## src/rtl/rdyacpt_pack.sv

```systemverilog
// rdyacpt_pack: ready/accept width-converting packer.
// Collects RATIO consecutive WIDTH-bit beats into one WIDTH*RATIO-bit word.
// The first beat lands in the least significant bits.
// The partially assembled word and the held output word are kept in separate
// registers. Beats 0..RATIO-2 of the next word can therefore be accepted while
// a finished word waits downstream, and only the last beat ever stalls.
// Optional feature: define RDYACPT_PACK_PARITY_EN to add the downstream_par
// output. It is the registered even parity (XOR of all bits) of the held word.
// RATIO must be at least 2.

module rdyacpt_pack #(
    parameter int WIDTH = 8,
    parameter int RATIO = 4
) (
    input  logic                     clk,
    input  logic                     reset_n,
    // upstream beat port
    input  logic                     upstream_rdy,
    input  logic [WIDTH-1:0]         upstream_data,
    output logic                     upstream_acpt,
    // downstream word port
    output logic                     downstream_rdy,
    output logic [WIDTH*RATIO-1:0]   downstream_data,
`ifdef RDYACPT_PACK_PARITY_EN
    output logic                     downstream_par,
`endif
    input  logic                     downstream_acpt
);

    localparam int CNT_W  = (RATIO > 1) ? $clog2(RATIO) : 1;
    localparam int ASM_W  = (RATIO - 1) * WIDTH;
    localparam int WORD_W = WIDTH * RATIO;
    localparam logic [CNT_W-1:0] LAST_IDX = CNT_W'(RATIO - 1);

    // ------------------------------------------------------------------
    // State
    // ------------------------------------------------------------------
    logic [CNT_W-1:0]  cnt_q, cnt_d;          // index of the next beat
    logic              out_vld_q, out_vld_d;  // a word is held downstream
    logic [WORD_W-1:0] out_data_q, out_data_d;
    logic [ASM_W-1:0]  asm_w;                 // all assembly slots, flattened

    // ------------------------------------------------------------------
    // Handshake decode
    // ------------------------------------------------------------------
    logic cnt_is_last;
    logic in_xfer;
    logic out_xfer;
    logic last_load;

    assign cnt_is_last = (cnt_q == LAST_IDX);

    // Only the last beat depends on room downstream. Room exists when no
    // word is held, or when the held word leaves on this same edge.
    // upstream_rdy is deliberately left out so there is no rdy->acpt path.
    assign upstream_acpt = ~cnt_is_last | ~out_vld_q | downstream_acpt;

    assign in_xfer   = upstream_rdy & upstream_acpt;
    assign out_xfer  = out_vld_q & downstream_acpt;
    assign last_load = in_xfer & cnt_is_last;

    // ------------------------------------------------------------------
    // Assembly slots: one register per non-final beat position. Each slot
    // has its own write enable, so the slot registers are held unchanged
    // except when the beat for that position arrives.
    // ------------------------------------------------------------------
    genvar gi;
    generate
        for (gi = 0; gi < RATIO - 1; gi++) begin : g_slot
            logic [WIDTH-1:0] slot_q, slot_d;
            logic             slot_we;

            assign slot_we = in_xfer & (cnt_q == CNT_W'(gi));

            // Next value of this slot: capture the beat when it is addressed.
            always_comb begin
                slot_d = slot_q;
                if (slot_we) begin
                    slot_d = upstream_data;
                end
            end

            // Slot register; a reset clears any partial word.
            always_ff @(posedge clk or negedge reset_n) begin
                if (!reset_n) begin
                    slot_q <= '0;
                end else begin
                    slot_q <= slot_d;
                end
            end

            assign asm_w[gi*WIDTH +: WIDTH] = slot_q;
        end
    endgenerate

    // ------------------------------------------------------------------
    // Next-state logic for the beat counter and output holding register.
    // ------------------------------------------------------------------

    // Beat counter: advance on every accepted beat and wrap after the last one.
    always_comb begin
        cnt_d = cnt_q;
        if (in_xfer) begin
            if (cnt_is_last) begin
                cnt_d = '0;
            end else begin
                cnt_d = cnt_q + CNT_W'(1);
            end
        end
    end

    // Output register: a load takes priority over an output transfer. This
    // keeps downstream_rdy high across back-to-back words. After a transfer
    // with no new load, the data is left unchanged and only the valid bit drops.
    always_comb begin
        out_vld_d  = out_vld_q;
        out_data_d = out_data_q;
        if (last_load) begin
            out_vld_d  = 1'b1;
            out_data_d = {upstream_data, asm_w};
        end else if (out_xfer) begin
            out_vld_d  = 1'b0;
        end
    end

    // Counter and output registers; a reset discards both the partial word
    // and the held word.
    always_ff @(posedge clk or negedge reset_n) begin
        if (!reset_n) begin
            cnt_q      <= '0;
            out_vld_q  <= 1'b0;
            out_data_q <= '0;
        end else begin
            cnt_q      <= cnt_d;
            out_vld_q  <= out_vld_d;
            out_data_q <= out_data_d;
        end
    end

    assign downstream_rdy  = out_vld_q;
    assign downstream_data = out_data_q;

`ifdef RDYACPT_PACK_PARITY_EN
    // ------------------------------------------------------------------
    // Parity of the held word. It is computed from the word being loaded,
    // so it always matches downstream_data with no extra cycle of delay.
    // ------------------------------------------------------------------
    logic par_q, par_d;

    // Parity next value: recompute only when a new word loads.
    always_comb begin
        par_d = par_q;
        if (last_load) begin
            par_d = ^out_data_d;
        end
    end

    // Parity register, cleared together with the data register.
    always_ff @(posedge clk or negedge reset_n) begin
        if (!reset_n) begin
            par_q <= 1'b0;
        end else begin
            par_q <= par_d;
        end
    end

    assign downstream_par = par_q;
`endif

endmodule
```

## config.mk

```make
export PLATFORM = sky130hd
export DESIGN_NAME = rdyacpt_pack
export DESIGN_NICKNAME = d
export VERILOG_FILES = /design/src/rtl/rdyacpt_pack.sv
export SDC_FILE = /design/constraint.sdc
export NUM_CORES = 1
export LEC_CHECK = 0
export BUFFER_PORTS_ARGS = -buffer_cell sky130_fd_sc_hd__buf_2
export CAP_MARGIN = 20
export CORE_ASPECT_RATIO = 1.4
export CORE_MARGIN = 5
export CORE_UTILIZATION = 40
export CTS_BUF_LIST = sky130_fd_sc_hd__clkbuf_2
export CTS_CLUSTER_SIZE = 8
export DETAILED_ROUTE_END_ITERATION = 7
export RECOVER_POWER = 50
export SYNTH_ARGS = -nofsm -noshare
export SYNTH_HDL_FRONTEND = slang
export SYNTH_SLANG_ARGS = --single-unit
```

## constraint.sdc

```tcl
create_clock -name clk -period 3.1 [get_ports clk]
set_input_delay 0.775 -clock clk [delete_from_list [all_inputs] [get_ports clk]]
set_output_delay 0.775 -clock clk [all_outputs]
set_load 0.02 [all_outputs]
```

==> impl_metrics.yaml, run 1 <==
placed_design:
  place_area_um2: 2820
  portBuffers: 45
  post-place-ws_ps: 727
  hpwl_um: 3510
  finalWeightedCongestion: 0.711
logic_synthesis:
  yosys-top-cells-area: "dfrtp_1 57%, mux2_4 31%, buf_12 2.3%"
  post-synth-top-count-cell: "dfrtp_1"
  synthCells: 141
  ys_ff_latch: 59
  netlist_area_um2: 2580
  synthesis.nets: 157
  synth_edf_count: 0
  yosysSeqAreaShare: 0.572
  yosysWarningCount: 0
  synth-async-reset-ratio: 1.00
  synth_top_area_cell: "dfrtp_1"
  synth_ff_type: "dfrtp_1"
  netlist.area_leader.share: 0.572
  synth.avg_cell_area_um2: 18.3
  synth_cell_types: 17
  synthTopCellsByCount: "59 x dfrtp_1, 54 x mux2_4, 4 x buf_6, 4 x ha_1"
clocking:
  cts_made_buffers: 9
  h-tree-depth: 3
  clock-root-buffer: "clkbuf_2"
  cts_hold_buffers: 0
  cts_setup_buffers: 0
  clkLatencyLatePin_ps: 460
  path_clk_slew_ps: 150
  cts.sinks: 59
  cts_tree: "done"
  cts_resized: 0
  cts_max_path_buffers: 2
timing:
  period_needed_ps: 2360
  slew_violations: 41
  min_period_over_period: 0.763
  clock.fmax_mhz: 423
  tns_ps: 0
  slew_headroom: -0.365
  worst_slack_ps: 736
  worstMarginPinSlew_ps: 2050
  skew_ps: 20.7
  rsz0062_at_grt: "no"
  setup_viol: 0
  hold_viol_final: 0
setup_path:
  critPathRequiredTime_ps: 2320
  arrival_ps: 1590
  slowest_stage: "dfrtp_1"
  worstSetupEndpointType: "output port"
  cp_max_fo: 7
  critPathMaxStageDelay_ps: 460
  path_cells: "ha_1, nand3b_1, buf_2"
  crit_type: "flop to output port"
  worstSetupStartpointType: "flop"
floorplanning:
  rows: 34
  dieWidth_um: 77.9
  ioPinCount: 46
  core-area_um2: 6250
  start_util: 0.413
  die_y_um: 105
  die_area_um2: 8180
power_and_ir_drop:
  total_leakage_power_uw: 0.00140
  power_uw: 3120
  powerDensity_nw_per_um2: 1110
  ir_drop_uv: 449
layout:
  area_growth_pct: 9.17
  multi_input_area_um2: 917
  diodes: 0
  num-fill-cells: 578
  finalInstanceArea_um2: 2820
  drive_above_1_share: 0.530
  nets: 210
  ff_latch_area_um2: 1480
status:
  status: "finished, violations left"
  violations: "capacitance limit, slew limit"
global_route:
  grt_start_max_net_pins: 41
  grt_first_pass_wirelength_um: 8000
  grt_pass1_vias: 1552
  grt-ovfl-total: 0
  track_usage: 0.129
  grt_antenna_before_repair: 0
run:
  max_cap_violations: 1
routing:
  antenna_left: 0
  drt-initial-drc-count: 42
  avgRoutedWirePerCell_um: 17.9
  via_count: 1323
  drc: 0
  first_pass_iters: 3
  wirelength_um: 4830
  avgViaCountPerCell: 4.90
worst_hold_path:
  min_path_type: "flop to flop"
-- where the power goes --
group / internal, uW / leakage (uW) / switching [uW]
registers: 1160 / 0.000705 / 234
logic: 731 / 0.000637 / 641
clock network: 94.5 / 0.0000541 / 261
-- critical path, delay by kind of cell (launching register included) --
kind	cells	cell delay, ps
adders and majority gates	1	260
buffers and inverters	1	210
and+or+nand+nor	1	210
DFF	1	460
-- final cells by class --
| cell class | count | share of cell area |
|---|---|---|
| clock buffers | 10 | 0.0178 |
| clock inverters | 5 | 0.00755 |
| inverters | 3 | 0.00400 |
| multi-input cells | 72 | 0.326 |
| flip-flops and latches | 59 | 0.524 |
| well taps | 72 | 0.0320 |
| repair buffers | 49 | 0.0888 |
-- metrics by stage --
step                hold slack, ps   util  cells
finish                         510  0.450    270
global route                   508  0.450    270
CTS                            382  0.462    270
detailed placement             493  0.451    255
global placement               488  0.451    255
floorplan                      479      -    141
-- final timing paths --
check                                    start             endpoint  slack, ps  cells past startpoint
setup / recovery                      cnt_q[0]        upstream_acpt        740                      3
setup reg to reg                      cnt_q[0]  downstream_data[13]       1020                      5
hold reg to reg            g_slot[0].slot_q[6]  g_slot[0].slot_q[6]        510                      1
max in group asynchronous              reset_n  downstream_data[29]        970                      2
hold / removal             g_slot[0].slot_q[6]  g_slot[0].slot_q[6]        510                      1
min in group asynchronous              reset_n   downstream_data[9]        870                      1
-- placed cells by master (no fill, tap or decap) --
master    instances
mux2_4           42
clkinv_1          3
a31oi_1           1
a21oi_1           2
nand2b_1          1
nand3b_1          1
clkinv_2          2
dfrtp_1          59
mux2_2            2
nand2_1           2
nor2b_4           1
buf_2            44
clkbuf_1          2
buf_4             3
mux2_1           12
and3_1            3
ha_1              4
inv_1             3
clkbuf_2         10
a31o_2            1
-- layer usage --
metal | up-vias | share of wire | GRT usage
met4 | 0 | 0.019 | 0.0590
li1 | 602 | - | -
met3 | 7 | 0.041 | 0.0422
met2 | 28 | 0.53 | 0.222
met5 | - | 0 | 0
met1 | 686 | 0.41 | 0.141
-- registers in the layout, summed over array words and instances, names as in the netlist --
name             count
cnt_q                2
downstream_data     32
downstream_rdy       1
g_slot.slot_q       24
-- kinds of logic (layout without fill, tap and decap cells) --
| family | count (synthesis) | count (layout) | synth area share |
|---|---|---|---|
| adders and majority gates | 4 | 4 | 0.0194 |
| AOI/OAI and AO/OA | 4 | 4 | 0.00970 |
| and+or+nand+nor | 8 | 8 | 0.0306 |
| DFF | 59 | 59 | 0.572 |
| buffers and inverters | 10 | 67 | 0.0451 |
| muxes | 56 | 56 | 0.323 |
Power figures use the tool's default switching activity.
==> inputs of run 2 (changes only) <==
--- a/config.mk
+++ b/config.mk
@@ -5,6 +5,7 @@
 export SDC_FILE = /design/constraint.sdc
 export NUM_CORES = 1
 export LEC_CHECK = 0
+export ABC_AREA = 1
 export BUFFER_PORTS_ARGS = -buffer_cell sky130_fd_sc_hd__buf_2
 export CAP_MARGIN = 20
 export CORE_ASPECT_RATIO = 1.4
==> constraint.sdc (replaced) <==
create_clock -name clk -period 2 [get_ports clk]
set_input_delay 0.5 -clock clk [delete_from_list [all_inputs] [get_ports clk]]
set_output_delay 0.5 -clock clk [all_outputs]
set_load 0.02 [all_outputs]
==> run 2 against run 1 <==
Net effect:
- the flow now finishes without violations
- critical endpoint unchanged
- critical path depth stayed put
- clock skew is 5.7 ps lower
- sequential power is 47% higher
- hold slack worse by 200 ps
- largest cell class unchanged
- highest routed layer unchanged
- critical path type unchanged
- clock power is 99% higher
- core utilization is 1.6 points higher
==> impl_metrics.yaml, run 2 <==
status:
  status: "finished clean"
routing:
  via_count: 1839
  antenna_left: 0
  wl_met1_um: 2310
  avgViaCountPerCell: 4.72
  first_pass_iters: 4
  wl_met2_um: 2480
  drt-initial-drc-count: 82
  drc: 0
  highest_layer: "met4"
  wirelength_um: 5120
  dr_wl_met3_um: 237
  avgRoutedWirePerCell_um: 13.1
timing:
  tns_ps: 0
  clock.fmax_mhz: 534
  slew_headroom: 0.450
  min_period_over_period: 0.936
  rsz0062_at_grt: "no"
  hold_viol_final: 0
  worstMarginPinSlew_ps: 825
  period_needed_ps: 1870
  skew_ps: 15.0
  worst_slack_ps: 129
  slew_violations: 0
  setup_viol: 0
logic_synthesis:
  synthXorXnorAreaFrac: 0
  netlist.area_leader.share: 0.569
  ys_ff_latch: 59
  synthTopCellsByCount: "87 x nand2_1, 59 x dfrtp_1, 35 x inv_1, 24 x nand4_1, 23 x o21ai_2"
  synth-async-reset-ratio: 1.00
  yosysWarningCount: 0
  synth_top_family_by_area: "simple AND/OR/NAND/NOR gates"
  synthesis.nets: 280
  synth_top_area_cell: "dfrtp_1"
  synthCells: 264
  synth_edf_count: 0
  yosysSeqAreaShare: 0.569
  synth_ff_type: "dfrtp_1"
  synth.avg_cell_area_um2: 9.82
  post-synth-top-count-cell: "nand2_1"
  synthAdderAreaFrac: 0.0193
  yosys.area_share.simple: 0.207
  synth_compound_area_frac: 0.0951
  synth_cell_types: 15
  netlist_area_um2: 2590
  yosys-top-cells-area: "dfrtp_1 57%, nand2_1 13%, o21ai_2 7.8%"
  synth_mux_area_frac: 0
setup_path:
  worstSetupStartpointType: "flop"
  critPathMaxStageDelay_ps: 450
  cp_max_fo: 3
  r2r_cells: 6
  slowest_stage: "dfrtp_1"
  worstSetupEndpointType: "output port"
  critPathRequiredTime_ps: 1500
  r2r-end: "g_slot[2].slot_q[6]"
  r2r-start: "cnt_q[0]"
  path_delay_family: "flip-flops"
  path_cells: "ha_4, nand3_1, clkbuf_4"
  crit_type: "flop to output port"
  arrival_ps: 1370
  reg2reg_slack_ps: 390
  crit_buf_inv: 1
layout:
  finalInstanceArea_um2: 2920
  drive_above_1_share: 0.261
  layout_commonest_cell: "nand2_1"
  num-fill-cells: 626
  area_growth_pct: 12.5
  multi_input_area_um2: 812
  diodes: 0
  mostFrequentLayoutCells: "87 x nand2_1, 59 x dfrtp_1, 43 x buf_2, 35 x inv_1, 24 x nand4_1"
  nets: 329
  largest_reg_flops: 32
  ff_latch_area_um2: 1480
  utilization: 0.467
placed_design:
  hpwl_um: 3720
  place_area_um2: 2810
  portBuffers: 45
  post-place-ws_ps: 353
  finalWeightedCongestion: 0.857
floorplanning:
  core-area_um2: 6250
  die_area_um2: 8210
  dieWidth_um: 78.0
  start_util: 0.415
  rows: 34
  ioPinCount: 46
  die_y_um: 105
clocking:
  cts_tree: "done"
  path_clk_slew_ps: 170
  cts.sinks: 59
  clock-root-buffer: "clkbuf_2"
  clkLatencyLatePin_ps: 460
  h-tree-depth: 3
  cts_max_path_buffers: 2
  cts_made_buffers: 9
global_route:
  track_usage: 0.139
  grt_pass1_vias: 1893
  grt_start_max_net_pins: 35
  grt-ovfl-total: 0
  grt_antenna_before_repair: 0
  grt_first_pass_wirelength_um: 9150
worst_hold_path:
  worstHoldStart: "upstream_data[4]"
  min_path_type: "primary input to flop"
  whs_path_depth: 3
  hold_end: "downstream_data[28]"
power_and_ir_drop:
  powerDensity_nw_per_um2: 1560
  power_frac_seq: 0.448
  p_int_uw: 2660
  power_uw: 4540
  switching_share: 0.416
  total_leakage_power_uw: 0.00160
  p_sw_uw: 1890
  power_frac_clock: 0.155
  ir_drop_uv: 817
  power_frac_comb: 0.397
run:
  max_cap_violations: 0
==> run 2: changes by cell type after synthesis, moves of 3 or more <==
cell / change
nand2_1: +86
mux2_4: -54
inv_1: +32
nand4_1: +24
o21ai_2: +23
o21ai_1: +9
buf_6: +7
buf_12: -3
buf_2: +3
nand3_1: +3
==> run 2: final cells by class <==
cell class,instances,share of cell area
inverters,35,0.0450
multi-input cells,154,0.278
repair buffers,54,0.103
flip-flops and latches,59,0.506
clock buffers,10,0.0172
clock inverters,6,0.0193
well taps,72,0.0309
==> run 2: logic make-up (layout without fill, tap and decap cells) <==
logic type,count (synthesis),count (layout)
simple gates,118,118
flops,59,59
buf+inv,51,105
compound gates,32,32
fa+ha+maj,4,4
==> run 2: worst register-to-register path, stage by stage (launching register included) <==
cell and delay, ps:
dfrtp_1 450, ha_4 190, nand3_1 100, buf_4 290
nand3_1 290, nand2_1 140, nand2_1 60
==> run 2: power by group through the flow <==
stage | Sequential, uW | Combinational (uW) | Clock [uW]
final | 2040 | 1800 | 705
after global routing | 2110 | 2060 | 791
after CTS | 2040 | 1890 | 726
after detailed placement | 2070 | 1880 | 0
after global placement | 2060 | 1850 | 0
after floorplan | 2400 | 1000 | 0
==> run 2: layer usage <==
metal / track usage / vias to the layer above
li1: - / 946
met1: 0.180 / 850
met2: 0.214 / 37
met3: 0.0503 / 6
met4: 0.0507 / 0
met5: 0 / -
==> run 2: worst max-delay path by stage <==
stage                          endpoint  depth (start not counted)      from  slack (ps)
floorplan                 upstream_acpt                          4  cnt_q[0]         460
CTS                       upstream_acpt                          3  cnt_q[0]          20
global placement    g_slot[2].slot_q[7]                          6  cnt_q[0]         400
finish                    upstream_acpt                          3  cnt_q[0]         130
detailed placement  g_slot[2].slot_q[6]                          6  cnt_q[0]         350
global route              upstream_acpt                          3  cnt_q[1]           8
==> run 2: timing repair <==
| item | 4_1_cts | 5_1_grt |
|---|---|---|
| endpoints found under the setup margin | 0 | 1 |
| setup buffers | 0 | 2 |
| resized for setup | 0 | 3 |
| hold buffers | 1 | 0 |
| endpoints found under the hold margin | 12 | 0 |
==> run 2: metrics by stage <==
step | instances | hold WS (ps)
finish | 390 | 305
global route | 390 | 255
CTS | 388 | 256
detailed placement | 371 | 429
global placement | 371 | 419
floorplan | 264 | 204
==> inputs of run 3 (changes only) <==
--- a/config.mk
+++ b/config.mk
@@ -6,15 +6,16 @@
 export NUM_CORES = 1
 export LEC_CHECK = 0
 export ABC_AREA = 1
-export BUFFER_PORTS_ARGS = -buffer_cell sky130_fd_sc_hd__buf_2
+export BUFFER_PORTS_ARGS = -buffer_cell sky130_fd_sc_hd__buf_4
 export CAP_MARGIN = 20
 export CORE_ASPECT_RATIO = 1.4
-export CORE_MARGIN = 5
+export CORE_MARGIN = 2
 export CORE_UTILIZATION = 40
 export CTS_BUF_LIST = sky130_fd_sc_hd__clkbuf_2
 export CTS_CLUSTER_SIZE = 8
 export DETAILED_ROUTE_END_ITERATION = 7
 export RECOVER_POWER = 50
+export REMOVE_ABC_BUFFERS = 1
 export SYNTH_ARGS = -nofsm -noshare
 export SYNTH_HDL_FRONTEND = slang
 export SYNTH_SLANG_ARGS = --single-unit
==> run 3 against run 2 <==
Net effect:
- register-to-register slack worse by 30 ps
- first-iteration DRC count is 30% higher
- critical path depth is the same
- non-clock buffer count is 3 lower
- final cell count down 0.77%
- clock power shrank 17%
- sequential power hardly changed
- clock skew increased by 3.2 ps
- core utilization up 0.46 points
- die area decreased by 13%
- sequential share of layout area shrank 0.49 points
- critical path type unchanged
==> impl_metrics.yaml, run 3 (synthesis results as in run 2) <==
run:
  max_cap_violations: 0
timing:
  tns_ps: 0
  hold_slack_ps: 279
  setup_viol: 0
  worstMarginPinSlew_ps: 1470
  hold_viol_final: 0
  period_needed_ps: 1880
  worst_slack_ps: 124
  slew_headroom: 0.0221
  rsz0062_at_grt: "no"
  clock.fmax_mhz: 533
  min_period_over_period: 0.938
  skew_ps: 18.2
  slew_violations: 0
setup_path:
  critPathRequiredTime_ps: 1500
  cp_max_fo: 3
  r2r-end: "downstream_data[6]"
  reg2reg_slack_ps: 360
  worstSetupEndpointType: "output port"
  arrival_ps: 1380
  r2r-start: "cnt_q[0]"
  r2r_cells: 4
  worstSetupStartpointType: "flop"
  crit_type: "flop to output port"
floorplanning:
  die_y_um: 99.3
  rows: 34
  die_area_um2: 7150
  ioPinCount: 46
  start_util: 0.415
  dieWidth_um: 72.0
  core-area_um2: 6250
clocking:
  path_clk_slew_ps: 170
  cts_tree: "done"
  cts_max_path_buffers: 2
  cts_made_buffers: 9
  clock-root-buffer: "clkbuf_2"
  h-tree-depth: 3
  clkLatencyLatePin_ps: 490
  cts.sinks: 59
  cts_hold_buffers: 0
layout:
  mostFrequentLayoutCells: "87 x nand2_1, 59 x dfrtp_1, 47 x buf_4, 35 x inv_1, 24 x nand4_1"
  multi_input_area_um2: 792
  layout_commonest_cell: "nand2_1"
  drive_above_1_share: 0.254
  nets: 326
  ff_latch_area_um2: 1480
  num-fill-cells: 630
  largest_reg_flops: 32
  diodes: 0
  area_growth_pct: 13.7
  utilization: 0.471
  finalInstanceArea_um2: 2950
placed_design:
  portBuffers: 45
  post-place-ws_ps: 321
  finalWeightedCongestion: 0.734
  place_area_um2: 2900
  hpwl_um: 3400
routing:
  antenna_left: 0
  avgRoutedWirePerCell_um: 13.1
  drt-initial-drc-count: 107
  via_count: 1854
  first_pass_iters: 4
  wirelength_um: 5060
  drc: 0
  avgViaCountPerCell: 4.79
global_route:
  grt_pass1_vias: 1724
  top_usage_layer: "met2"
  grt_util_met2: 0.227
  met3_usage: 0.0385
  grt_first_pass_wirelength_um: 8560
  track_usage: 0.157
  grt_use_met1: 0.216
  grt-ovfl-total: 0
  grt_start_max_net_pins: 60
  grt_antenna_before_repair: 0
power_and_ir_drop:
  ir_drop_uv: 562
  total_leakage_power_uw: 0.00161
  powerDensity_nw_per_um2: 1550
worst_hold_path:
  worstHoldStart: "upstream_data[6]"
  min_path_type: "primary input to flop"
  whs_path_depth: 3
  hold_end: "downstream_data[30]"
status:
  status: "finished clean"
[run 3: cell types whose count changed in the layout (fill, tap and decap cells not counted), moves of 2 or more]
cell and change:
clkinv_2 +2, clkbuf_2 +2, buf_4 +43, buf_2 -43
o21ai_2 -2, clkinvlp_4 -2
[run 3: cell type report]
cell class                 count  area share
timing repair buffer          51       0.129
clock buffer                  12      0.0204
sequential                    59       0.501
inverter                      35      0.0446
clock inverter                 4     0.00594
tap                           72      0.0306
multi-input combinational    154       0.269
[run 3: power breakdown]
part           leakage, uW  switching, uW  internal, uW  total [uW]
Sequential        0.000748            310          1740        2050
Combinational     0.000800           1140           794        1930
Clock            0.0000608            415           168         583
Total              0.00161           1860          2700        4560
[run 3: worst max path at each step]
| stage | endpoint | from | depth (start not counted) | slack [ps] |
|---|---|---|---|---|
| after global routing | upstream_acpt | cnt_q[0] | 3 | 30 |
| after CTS | upstream_acpt | cnt_q[0] | 3 | 20 |
| final | upstream_acpt | cnt_q[0] | 3 | 120 |
| after floorplan | g_slot[1].slot_q[0] | cnt_q[0] | 5 | -40 |
| after detailed placement | g_slot[2].slot_q[1] | cnt_q[0] | 6 | 320 |
| after global placement | g_slot[2].slot_q[6] | cnt_q[0] | 6 | 400 |
[run 3: repair_timing]
item / 4_1_cts / 5_1_grt
buffers inserted: 0 / 2
endpoints found under the setup margin: 0 / 1
endpoints found under the hold margin: 0 / 0
resized for setup: 0 / 2
[run 3: critical path, stage by stage (launching register included)]
cell     delay (ps)
dfrtp_1         430
ha_1            240
nand3_2         100
buf_6           130
[run 3: through the flow]
stage	total power [uW]	instances
2_1_floorplan	3330	248
3_3_place_gp	4070	369
3_5_place_dp	4120	369
4_1_cts	4700	385
5_1_grt	4950	387
6_report	4560	387
[run 3: routing by layer]
layer / part of all wire / vias up
li1: - / 939
met1: 0.45 / 864
met2: 0.48 / 42
met3: 0.044 / 9
met4: 0.023 / 0
met5: 0 / -
